**config.mk**
```make
export PLATFORM = sky130hd
export DESIGN_NAME = spi_master_param
export DESIGN_NICKNAME = d
export VERILOG_FILES = /design/src/rtl/spi_master_pkg.sv /design/src/rtl/spi_clk_gen.sv /design/src/rtl/spi_master_param.sv
export SDC_FILE = /design/constraint.sdc
export NUM_CORES = 1
export LEC_CHECK = 0
export ABC_AREA = 1
export CAP_MARGIN = 0
export CORE_MARGIN = 10
export CORE_UTILIZATION = 35
export CTS_CLUSTER_SIZE = 16
export DETAILED_ROUTE_END_ITERATION = 8
export GPL_TIMING_DRIVEN = 0
export PLACE_DENSITY = 0.65
export REMOVE_ABC_BUFFERS = 1
export SYNTH_ARGS = -nofsm -noshare
export SYNTH_HDL_FRONTEND = slang
export SYNTH_HIERARCHICAL = 1
export SYNTH_SLANG_ARGS = --single-unit
```
**constraint.sdc**
```tcl
create_clock -name Clk -period 6.52 [get_ports Clk]
set_clock_uncertainty 0.1 [all_clocks]
set_input_delay 1.63 -clock Clk [delete_from_list [all_inputs] [get_ports Clk]]
set_output_delay 1.63 -clock Clk [all_outputs]
set_load 0.01 [all_outputs]
```
**src/rtl/spi_master_pkg.sv**
```systemverilog
// Shared types for the parametrised SPI master.
package spi_master_pkg;

  typedef enum logic [2:0] {
    IDLE,
    SETUP,
    SHIFT,
    HOLD,
    DONE
  } stateT;

  typedef struct packed {
    logic cpol;
    logic cpha;
  } modeT;

endpackage

```
**src/rtl/spi_clk_gen.sv**
```systemverilog
// SCLK divider: one tick every CLK_DIV cycles while shifting. The first
// tick comes from kick, on the same edge that enters SHIFT.
module spi_clk_gen #(
  parameter int CLK_DIV    = 2,
  parameter bit RESET_CPOL = 1'b1
) (
  input  logic Clk,
  input  logic reset,
  input  logic enable,    // FSM is in SHIFT
  input  logic kick,      // FSM enters SHIFT on this edge
  input  logic stop,      // all edges done; the next tick ends SHIFT
  input  logic idleLvl,   // SCLK level to rest at outside SHIFT
  output logic tick,
  output logic leadEdge,
  output logic trailEdge,
  output logic sclk
);

  localparam int CW = (CLK_DIV > 1) ? $clog2(CLK_DIV) : 1;
  localparam logic [CW-1:0] DIV_LAST = CW'(CLK_DIV - 1);

  logic [CW-1:0] divCnt;
  logic          trailNext;  // 0: next SCLK edge is leading, 1: trailing

  assign tick      = kick | (enable & (divCnt == DIV_LAST));
  assign leadEdge  = tick & ~stop & ~trailNext;
  assign trailEdge = tick & ~stop & trailNext;

  // Divider count, edge phase and the SCLK level itself.
  always_ff @(posedge Clk) begin
    if (reset) begin
      divCnt    <= '0;
      trailNext <= 1'b0;
      sclk      <= RESET_CPOL;
    end else if (!enable) begin
      divCnt    <= '0;
      trailNext <= kick;
      sclk      <= kick ? ~idleLvl : idleLvl;
    end else begin
      divCnt <= (divCnt == DIV_LAST) ? '0 : divCnt + CW'(1);
      if (leadEdge || trailEdge) begin
        trailNext <= ~trailNext;
        sclk      <= ~sclk;
      end
    end
  end

endmodule

```
**src/rtl/spi_master_param.sv**
```systemverilog
// Full-duplex SPI master: MSB-first TX on SDI, SDO captured into
// SerialDataIn, all four modes, NUM_CS one-hot-low chip selects.
module spi_master_param
  import spi_master_pkg::*;
#(
  parameter int DATA_WIDTH = 16,
  parameter int NUM_CS     = 4,
  parameter int CLK_DIV    = 2,
  parameter int CS_SETUP   = 1,
  parameter int CS_HOLD    = 1,
  parameter bit RESET_CPOL = 1'b1
) (
  input  logic                                        Clk,
  input  logic                                        reset,
  input  logic [DATA_WIDTH-1:0]                       SerialData,
  input  logic [((NUM_CS > 1) ? $clog2(NUM_CS) : 1)-1:0] CsSelect,
  input  logic                                        Cpol,
  input  logic                                        Cpha,
  input  logic                                        DataoutStart,
  output logic                                        Busy,
  output logic                                        DataoutDone,
  output logic                                        SelError,
  output logic [DATA_WIDTH-1:0]                       SerialDataIn,
  output logic                                        SCLK,
  output logic                                        SDI,
  input  logic                                        SDO,
  output logic [NUM_CS-1:0]                           nCS
);

  localparam int CSW   = (NUM_CS > 1) ? $clog2(NUM_CS) : 1;
  localparam int BW    = $clog2(DATA_WIDTH + 1);
  localparam int WMAX  = (CS_SETUP > CS_HOLD) ? CS_SETUP : CS_HOLD;
  localparam int PCW   = (WMAX > 1) ? $clog2(WMAX + 1) : 1;

  stateT                 state, stateNext;
  modeT                  mode;
  logic [PCW-1:0]        waitCnt;
  logic [BW-1:0]         bitCnt;
  logic [DATA_WIDTH-1:0] txShift, rxShift;
  logic                  accept, reject, kick, finish, csValid;
  logic                  tick, leadEdge, trailEdge, idleLvl;

  assign csValid = ({1'b0, CsSelect} < (CSW + 1)'(NUM_CS));
  // New Cpol takes effect on the accept edge so SCLK idles correctly in SETUP.
  assign idleLvl = accept ? Cpol : mode.cpol;

  spi_clk_gen #(.CLK_DIV(CLK_DIV), .RESET_CPOL(RESET_CPOL)) uClkGen (
    .Clk       (Clk),
    .reset     (reset),
    .enable    (state == SHIFT),
    .kick      (kick),
    .stop      (bitCnt == BW'(DATA_WIDTH)),
    .idleLvl   (idleLvl),
    .tick      (tick),
    .leadEdge  (leadEdge),
    .trailEdge (trailEdge),
    .sclk      (SCLK)
  );

  // State register.
  always_ff @(posedge Clk) begin
    if (reset) state <= IDLE;
    else       state <= stateNext;
  end

  // Next state and single-cycle control strobes. DONE also accepts a start
  // so back-to-back words see exactly one cycle of nCS high.
  always_comb begin
    stateNext = state;
    accept    = 1'b0;
    reject    = 1'b0;
    kick      = 1'b0;
    finish    = 1'b0;
    unique case (state)
      IDLE, DONE: begin
        stateNext = IDLE;
        if (DataoutStart && csValid) begin
          accept    = 1'b1;
          stateNext = SETUP;
        end else if (DataoutStart) begin
          reject = 1'b1;
        end
      end
      SETUP: if (waitCnt == PCW'(CS_SETUP - 1)) begin
        kick      = 1'b1;
        stateNext = SHIFT;
      end
      SHIFT: if (tick && bitCnt == BW'(DATA_WIDTH)) stateNext = HOLD;
      HOLD: if (waitCnt == PCW'(CS_HOLD - 1)) begin
        finish    = 1'b1;
        stateNext = DONE;
      end
      default: stateNext = IDLE;
    endcase
  end

  // Datapath: selects, shift registers, SDI and status outputs.
  always_ff @(posedge Clk) begin
    if (reset) begin
      mode         <= '{cpol: RESET_CPOL, cpha: 1'b0};
      waitCnt      <= '0;
      bitCnt       <= '0;
      txShift      <= '0;
      rxShift      <= '0;
      Busy         <= 1'b0;
      DataoutDone  <= 1'b0;
      SelError     <= 1'b0;
      SerialDataIn <= '0;
      SDI          <= 1'b0;
      nCS          <= '1;
    end else begin
      DataoutDone <= finish;
      SelError    <= reject;
      waitCnt     <= (stateNext == state && (state == SETUP || state == HOLD))
                     ? waitCnt + PCW'(1) : '0;
      if (accept) begin
        mode    <= '{cpol: Cpol, cpha: Cpha};
        txShift <= SerialData;
        rxShift <= '0;
        bitCnt  <= '0;
        SDI     <= Cpha ? 1'b0 : SerialData[DATA_WIDTH-1];
        nCS     <= ~(NUM_CS'(1) << CsSelect);
        Busy    <= 1'b1;
      end else if (leadEdge) begin
        if (mode.cpha) begin
          SDI     <= txShift[DATA_WIDTH-1];
          txShift <= txShift << 1;
        end else begin
          rxShift <= {rxShift[DATA_WIDTH-2:0], SDO};
        end
      end else if (trailEdge) begin
        bitCnt <= bitCnt + BW'(1);
        if (mode.cpha) begin
          rxShift <= {rxShift[DATA_WIDTH-2:0], SDO};
        end else if (bitCnt != BW'(DATA_WIDTH - 1)) begin
          SDI     <= txShift[DATA_WIDTH-2];
          txShift <= txShift << 1;
        end
      end else if (finish) begin
        nCS          <= '1;
        SDI          <= 1'b0;
        Busy         <= 1'b0;
        SerialDataIn <= rxShift;
      end
    end
  end

endmodule

```
==> metrics.md, run 1 <==
| Metric | Value |
|---|---|
| Status | `completed` |
| Post-CTS Setup Inserts | `0` |
| Largest net degree at the start of global routing | `40` |
| Full die area | `12,680 µm²` |
| Type of the worst min-delay path | `reg -> reg` |
| Fin Setup TNS | `0 ns` |
| TritonCTS buffer count | `9` |
| Cells along the critical path | `clkdlybuf4s50_1, nand2_2, o211ai_2, nand2_2, inv_2, nor2_1, nor2_1` |
| Initial antenna violation count | `0` |
| Yosys cell types | `30` |
| GP Congestion | `0.7362` |
| Area grow syn2layout | `24.21%` |
| GRT Residual Overflow | `0` |
| RSZ-0062 raised after global routing | `false` |
| Xor and xnor area share after synthesis | `0.002917` |
| Hold EP | `uClkGen/divCnt` |
| Reg2reg setup slack | `around 3.5 ns` |
| Period utilization | `0.5920` |
| Die width | `112.6 µm` |
| Critical path arrival | `3.99 ns` |
| Crit Path Class | `in -> reg` |
| Comb power frac | `0.142` |
| Met3 wire len | `594 µm` |
| Via-to-Cell Ratio | `about 4.7` |
| Via Count | `roughly 2,700` |
| Share of Yosys cell area claimed by the top area cell type | `0.4600` |
| Hold path start | `uClkGen/divCnt` |
| Top cells by area, synth | `dfxtp_1 46%, nand2_1 9.4%, inv_1 7.2%, nand3_1 7.0%, nor2_1 6.5%` |
| Startpoint types | `input port` |
| Worst r2r path cells | `12` |
| CP Max Fanout | `29` |
| Synth Area in Compound Gates | `0.1429` |
| Peak supply drop | `0.0001363 V` |
| M1 WL | `3206 µm` |
| Mux share of post-synthesis cell area | `0` |
| Worst Hold Depth | `1` |
| Die Height | `112.6 µm` |
| Tot Pwr | `967.5 µW` |
| Top sig layer | `met4` |
| Yosys warning total | `6` |
| Clk slew on worst S/H paths | `0.07 ns` |
| Most frequent cells in the layout | `75 x nand2_1, 69 x dfxtp_1, 58 x inv_1, 52 x nor2_1, 47 x clkdlybuf4s50_1` |
| Clock Root Buffer | `clkbuf_8` |
| Fill cells | `846` |
| Synth Area per Inst | `~7 µm²` |
| Synthesized area | `3003 µm²` |
| Post-route insts no fill | `570` |
| Final setup viols | `0` |
| Slew Viols, Final | `0` |
| Synth async-reset ratio | `0` |
| Clock share of power | `0.385` |
| Fraction of the mapped netlist area in adder cells | `0.01250` |
| Worst R2R End | `txShift[15]` |
| Post-synthesis simple-gate area fraction | `0.2683` |
| CP max-delay cell | `clkdlybuf4s50_1` |
| Post-route minimum period | `around 3.9 ns` |
| Cell area after layout | `3730 µm²` |
| Port bufs | `47` |
| Initial core utilization | `0.3618` |
| Net switching power | `approximately 250 µW` |
| Power Density | `between 200 and 300 nW/µm²` |
| Met2 routed wirelength | `2894 µm` |
| Main combinational cell family by area after synthesis | `simple AND/OR/NAND/NOR gates` |
| Final Hold Viols | `0` |
| RR Startpoint | `state[1]` |
| H-tree depth | `3` |
| Cells after synthesis | `between 400 and 500` |
| # rows | `33` |
| CTS tree | `built` |
| Final net count | `487` |
| Clock sinks | `69` |
| Share of cells above drive strength 1 | `0.06237` |
| Worst skew pair latency | `0.33 ns` |
| Antenna Nets Post-Route | `0` |
| Commonest non-fill, non-tap cell in the layout | `nand2_1` |
| Critical Path RT | `6.65 ns` |
| Post-DP HPWL | `around 4600 µm` |
| Worst Max-Slew Pin Slew | `about 1.1 ns` |
| Core footprint | `8299 µm²` |
| Placed cells | `554` |
| Setup crit end kind | `flop` |
| Vias in the first global route | `between 2,000 and 3,000` |
| Resized Gates After CTS | `0` |
| Fmax achieved | `259.1 MHz` |
| Most used DFF post-synth | `dfxtp_1` |
| Post-DR wirelength/cell | `11.79 µm` |
| EDFF count, synth | `0` |
| Sequential share of power | `0.473` |
| Final worst slack | `2.660 ns` |
| I/O pins | `49` |
| P_leak | `approximately 0.0016 µW` |
| Post-synthesis register bit count | `69` |
| # diodes | `0` |
| Worst slack at placement | `around 2.3 ns` |
| # DRC | `0` |
| Total GRT Usage | `0.1068` |
| Slew headroom | `0.2620` |
| Max incr delay on CP | `0.71 ns` |
| Pre-Repair DR Iteration Count | `4` |
| DRT Wirelength | `6718 µm` |
| Area after DPL | `approximately 3500 µm²` |
| Power Internal | `714.3 µW` |
| Share of the yosys chip area belonging to registers | `0.4600` |
| Dominant cell type by area after synthesis | `dfxtp_1` |
| Global-route wire length before repair | `11,580 µm` |
| Clk buf depth | `2` |
| # hold bufs at CTS | `0` |
| DRT iter0 DRCs | `76` |
| Sw frac | `0.2617` |
| Max_cap viols | `0` |
[flip-flops by register name, indices dropped and copies added, names as in the netlist, 2 cells and up]
register / cells
bitCnt: 5
state: 3
txShift: 16
mode: 2
rxShift: 16
nCS: 4
SerialDataIn: 16
[metal layers]
layer  global-route usage  vias to the layer above
met5                    0                        -
met3              0.04526                        4
met4              0.03807                        0
li1                     -                     1414
met2               0.1644                       58
met1               0.1299                     1195
[final cells by class]
type | instances | area [µm²] | area share
Multi-Input combinational cell | 272 | 1292 | 0.3465
Inverter | 60 | 225.2 | 0.06038
Clock inverter | 7 | 90.09 | 0.02415
Sequential cell | 69 | 1381 | 0.3703
Timing Repair Buffer | 48 | 485.5 | 0.1302
Clock buffer | 9 | 123.9 | 0.03321
Tap cell | 105 | 131.4 | 0.03522
[power groups by stage]
stage | registers [µW] | clock network [µW] | logic (µW)
final | 458 | 372 | 137
after floorplan | 467 | 0 | 87.2
after global routing | 462 | 407 | 158
after CTS | 458 | 384 | 139
after global placement | 467 | 0 | 134
after detailed placement | 468 | 0 | 137
[synthesized netlist by cell type (2+ instances only)]
cell type  instances
nand2_1           75
dfxtp_1           69
inv_1             58
nor2_1            52
nand3_1           42
a21oi_1           38
o21ai_0           33
buf_2              7
clkbuf_1           7
nor3_1             5
o21ai_1            4
o32ai_1            4
ha_1               3
nand2_2            3
buf_1              2
buf_4              2
buf_6              2
inv_2              2
nor2_4             2
[worst max-delay path: cells and delay by family]
family | cells | cell delay, ns
AND/OR/NAND/NOR | 4 | 1.02
buffers and inverters | 2 | 0.85
AO/OA/AOI/OAI | 1 | 0.48
[stage by stage]
step                  util  hold slack (ns)
floorplan                -           0.2909
global placement    0.4214           0.2991
detailed placement  0.4236           0.3095
CTS                 0.4494           0.3198
global route        0.4494           0.3450
finish              0.4494           0.3150
[cells by family after synthesis]
group,count (synthesis)
other,1
AOI/OAI and AO/OA,81
DFF,69
adders and majority gates,3
buffers and inverters,81
and+or+nand+nor,185
xor gates and xnor gates,1
[how the worst max path moves through the flow]
stage | startpoint | endpoint | cells after the start
2_1_floorplan | state[1] | rxShift[0] | 10
3_3_place_gp | DataoutStart | txShift[10] | 7
3_5_place_dp | DataoutStart | txShift[15] | 7
4_1_cts | DataoutStart | txShift[15] | 7
5_1_grt | DataoutStart | txShift[15] | 7
6_report | DataoutStart | txShift[15] | 7
(Power assumes the default switching activity.)
==> inputs of run 2 (changes only) <==
--- a/config.mk
+++ b/config.mk
@@ -12,7 +12,7 @@
 export CTS_CLUSTER_SIZE = 16
 export DETAILED_ROUTE_END_ITERATION = 8
 export GPL_TIMING_DRIVEN = 0
-export PLACE_DENSITY = 0.65
+export PLACE_DENSITY = 0.67
 export REMOVE_ABC_BUFFERS = 1
 export SYNTH_ARGS = -nofsm -noshare
 export SYNTH_HDL_FRONTEND = slang
==> constraint.sdc (replaced) <==
create_clock -name Clk -period 3.4 [get_ports Clk]
set_clock_uncertainty 0.1 [all_clocks]
set_input_delay 0.85 -clock Clk [delete_from_list [all_inputs] [get_ports Clk]]
set_output_delay 0.85 -clock Clk [all_outputs]
set_load 0.01 [all_outputs]
==> run 2 against run 1 <==
Compared with the run above: design area shrank 0.27%; count of clock-buffer cells in the layout is the same; worst setup slack worse by 2.3 ns; critical path depth unchanged; die area unchanged; combinational power up 91%; flip-flop and latch count stayed put; hold slack gained 0.0035 ns; cell count unchanged; first-iteration DRC count grew 18%; global-route usage did not move; critical path type unchanged; register-to-register slack lost 3.1 ns.
==> metrics.md, run 2 (synthesis results as in run 1) <==
| Metric | Value |
|---|---|
| Vias in the first global route | `2,435 (-5.3%)` |
| Area grow syn2layout | `23.88%` |
| Initial core utilization | `0.3618 (unchanged)` |
| RR Startpoint | `state[1]` |
| Final Hold Viols | `0 (unchanged)` |
| Setup crit end | `txShift[1]` |
| Max_cap viols | `0 (unchanged)` |
| # rows | `33 (unchanged)` |
| Worst skew pair latency | `0.35 ns (+0.02 ns)` |
| Full die area | `12,680 µm² (unchanged)` |
| CP Max Fanout | `29 (unchanged)` |
| H-tree depth | `3 (unchanged)` |
| P_leak | `0.001558 µW (-0.52%)` |
| GP Congestion | `0.7558 (+2.7%)` |
| Type of the worst min-delay path | `reg -> reg` |
| Slew Viols, Final | `0 (unchanged)` |
| Tot Pwr | `1828 µW (+89%)` |
| Port bufs | `47 (unchanged)` |
| Final core utilization | `0.4482 (-0.001207)` |
| CTS tree | `built` |
| Power Density | `491.3 nW/µm² (+89%)` |
| Final setup viols | `0 (unchanged)` |
| Placed cells | `554 (unchanged)` |
| Crit Path Class | `in -> reg` |
| Sw frac | `0.2844 (+0.02268)` |
| Worst R2R End | `txShift[1]` |
| Largest net degree at the start of global routing | `40 (unchanged)` |
| # DRC | `0 (unchanged)` |
| Resized Gates After CTS | `0 (unchanged)` |
| Reg2reg setup slack | `0.38 ns (-3.09 ns)` |
| Initial antenna violation count | `0 (unchanged)` |
| # hold bufs at CTS | `0 (unchanged)` |
| Post-CTS Setup Inserts | `0 (unchanged)` |
| Die width | `112.6 µm (unchanged)` |
| Global-route wire length before repair | `11,300 µm (-2.4%)` |
| RSZ-0062 raised after global routing | `false` |
| Biggest regs | `SerialDataIn: 16 flops, rxShift: 16 flops, txShift: 16 flops` |
| Post-DR wirelength/cell | `11.96 µm (+1.5%)` |
| Critical Path RT | `3.59 ns (-3.06 ns)` |
| Clk slew on worst S/H paths | `0.08 ns (about the same)` |
| Hold Slack | `0.3185 ns (+0.003497 ns)` |
| DRT iter0 DRCs | `90 (+18%)` |
| # diodes | `0 (unchanged)` |
| Period utilization | `0.8932` |
| Critical path arrival | `3.23 ns (-0.76 ns)` |
| Fmax achieved | `approximately 330 MHz` |
| Cell area after layout | `3720 µm² (-0.27%)` |
| Die Height | `112.6 µm (unchanged)` |
| Final net count | `487 (unchanged)` |
| Most frequent cells in the layout | `75 x nand2_1, 69 x dfxtp_1, 58 x inv_1, 52 x nor2_1, 47 x clkdlybuf4s50_1` |
| Via-to-Cell Ratio | `4.709 (+0.49%)` |
| Comb power frac | `0.143 (about the same)` |
| Total GRT Usage | `0.1068 (unchanged)` |
| Power Internal | `1308 µW (+83%)` |
| Commonest non-fill, non-tap cell in the layout | `nand2_1` |
| Status | `completed` |
| Post-route minimum period | `approximately 3.0 ns` |
| Clock Root Buffer | `clkbuf_8` |
| Sequential share of power | `0.481 (+0.008)` |
| Core footprint | `8299 µm² (unchanged)` |
| Worst Max-Slew Pin Slew | `1.123 ns (+0.01705 ns)` |
| GRT Residual Overflow | `0 (unchanged)` |
| Fill cells | `842 (-0.47%)` |
| DRT Wirelength | `6818 µm (+1.5%)` |
| Slew headroom | `0.2506 (-0.01138)` |
| Post-DP HPWL | `4600 µm (+0.77%)` |
| Setup crit end kind | `flop` |
| Area after DPL | `3516 µm² (unchanged)` |
| Net switching power | `519.8 µW (+110%)` |
| Clk buf depth | `2 (unchanged)` |
| Post-route insts no fill | `570 (unchanged)` |
| Worst r2r path cells | `12 (unchanged)` |
| Peak supply drop | `0.0001948 V (+43%)` |
| Via Count | `2,684 (+0.49%)` |
| Startpoint types | `input port` |
| Share of cells above drive strength 1 | `0.06237 (unchanged)` |
| TritonCTS buffer count | `9 (unchanged)` |
| Clock sinks | `69 (unchanged)` |
| Clock share of power | `0.376 (-0.009)` |
| I/O pins | `49 (unchanged)` |
| Hold path start | `uClkGen/divCnt` |
| Worst setup path startpoint | `DataoutStart` |
| Antenna Nets Post-Route | `0 (unchanged)` |
| Pre-Repair DR Iteration Count | `4 (unchanged)` |
[run 2: changes by cell type in the layout (fill, tap and decap cells not counted)]
| cell | change |
|---|---|
| bufinv_16 | -1 |
| clkinv_2 | -3 |
| clkinv_4 | +1 |
| inv_6 | +3 |
[run 2: worst min-delay path by stage]
stage,endpoint,slack [ns],depth (start not counted)
2_1_floorplan,uClkGen/divCnt,0.29,1
3_3_place_gp,uClkGen/divCnt,0.30,1
3_5_place_dp,uClkGen/divCnt,0.31,1
4_1_cts,uClkGen/divCnt,0.32,1
5_1_grt,uClkGen/divCnt,0.36,1
6_report,uClkGen/divCnt,0.32,1
[run 2: critical path, stage by stage]
cell and delay (ns):
clkdlybuf4s50_1 0.83, nand2_2 0.51, o211ai_2 0.46, nand2_2 0.12, inv_2 0.26, nor2_1 0.08
nor2_1 0.10
[run 2: metal layers]
| metal | wire length [µm] | GRT usage |
|---|---|---|
| met5 | 0 | 0 |
| met4 | 111 | 0.04822 |
| met1 | 3244 | 0.1321 |
| met3 | 604 | 0.05112 |
| met2 | 2857 | 0.1528 |
[run 2: final cells by class]
class / count / area [µm²] / share of cell area
Sequential cell: 69 / 1381 / 0.3713
Clock inverter: 7 / 80.08 / 0.02153
Multi-Input combinational cell: 272 / 1292 / 0.3475
Tap cell: 105 / 131.4 / 0.03532
Clock buffer: 9 / 123.9 / 0.03330
Timing Repair Buffer: 48 / 485.5 / 0.1305
Inverter: 60 / 225.2 / 0.06054
[run 2: through the flow]
| step | TNS, ns | setup WS (ns) |
|---|---|---|
| floorplan | 0 | 0.4477 |
| global placement | -3.458 | -0.2897 |
| detailed placement | 0 | 0.001113 |
| CTS | 0 | 0.3773 |
| global route | 0 | 0.06732 |
| finish | 0 | 0.3632 |
[run 2: power groups by stage]
stage / logic (µW) / registers [µW] / clock network, µW
detailed placement: 262 / 897 / 0
finish: 262 / 879 / 687
global placement: 256 / 895 / 0
CTS: 263 / 878 / 709
floorplan: 167 / 896 / 0
global route: 301 / 884 / 743
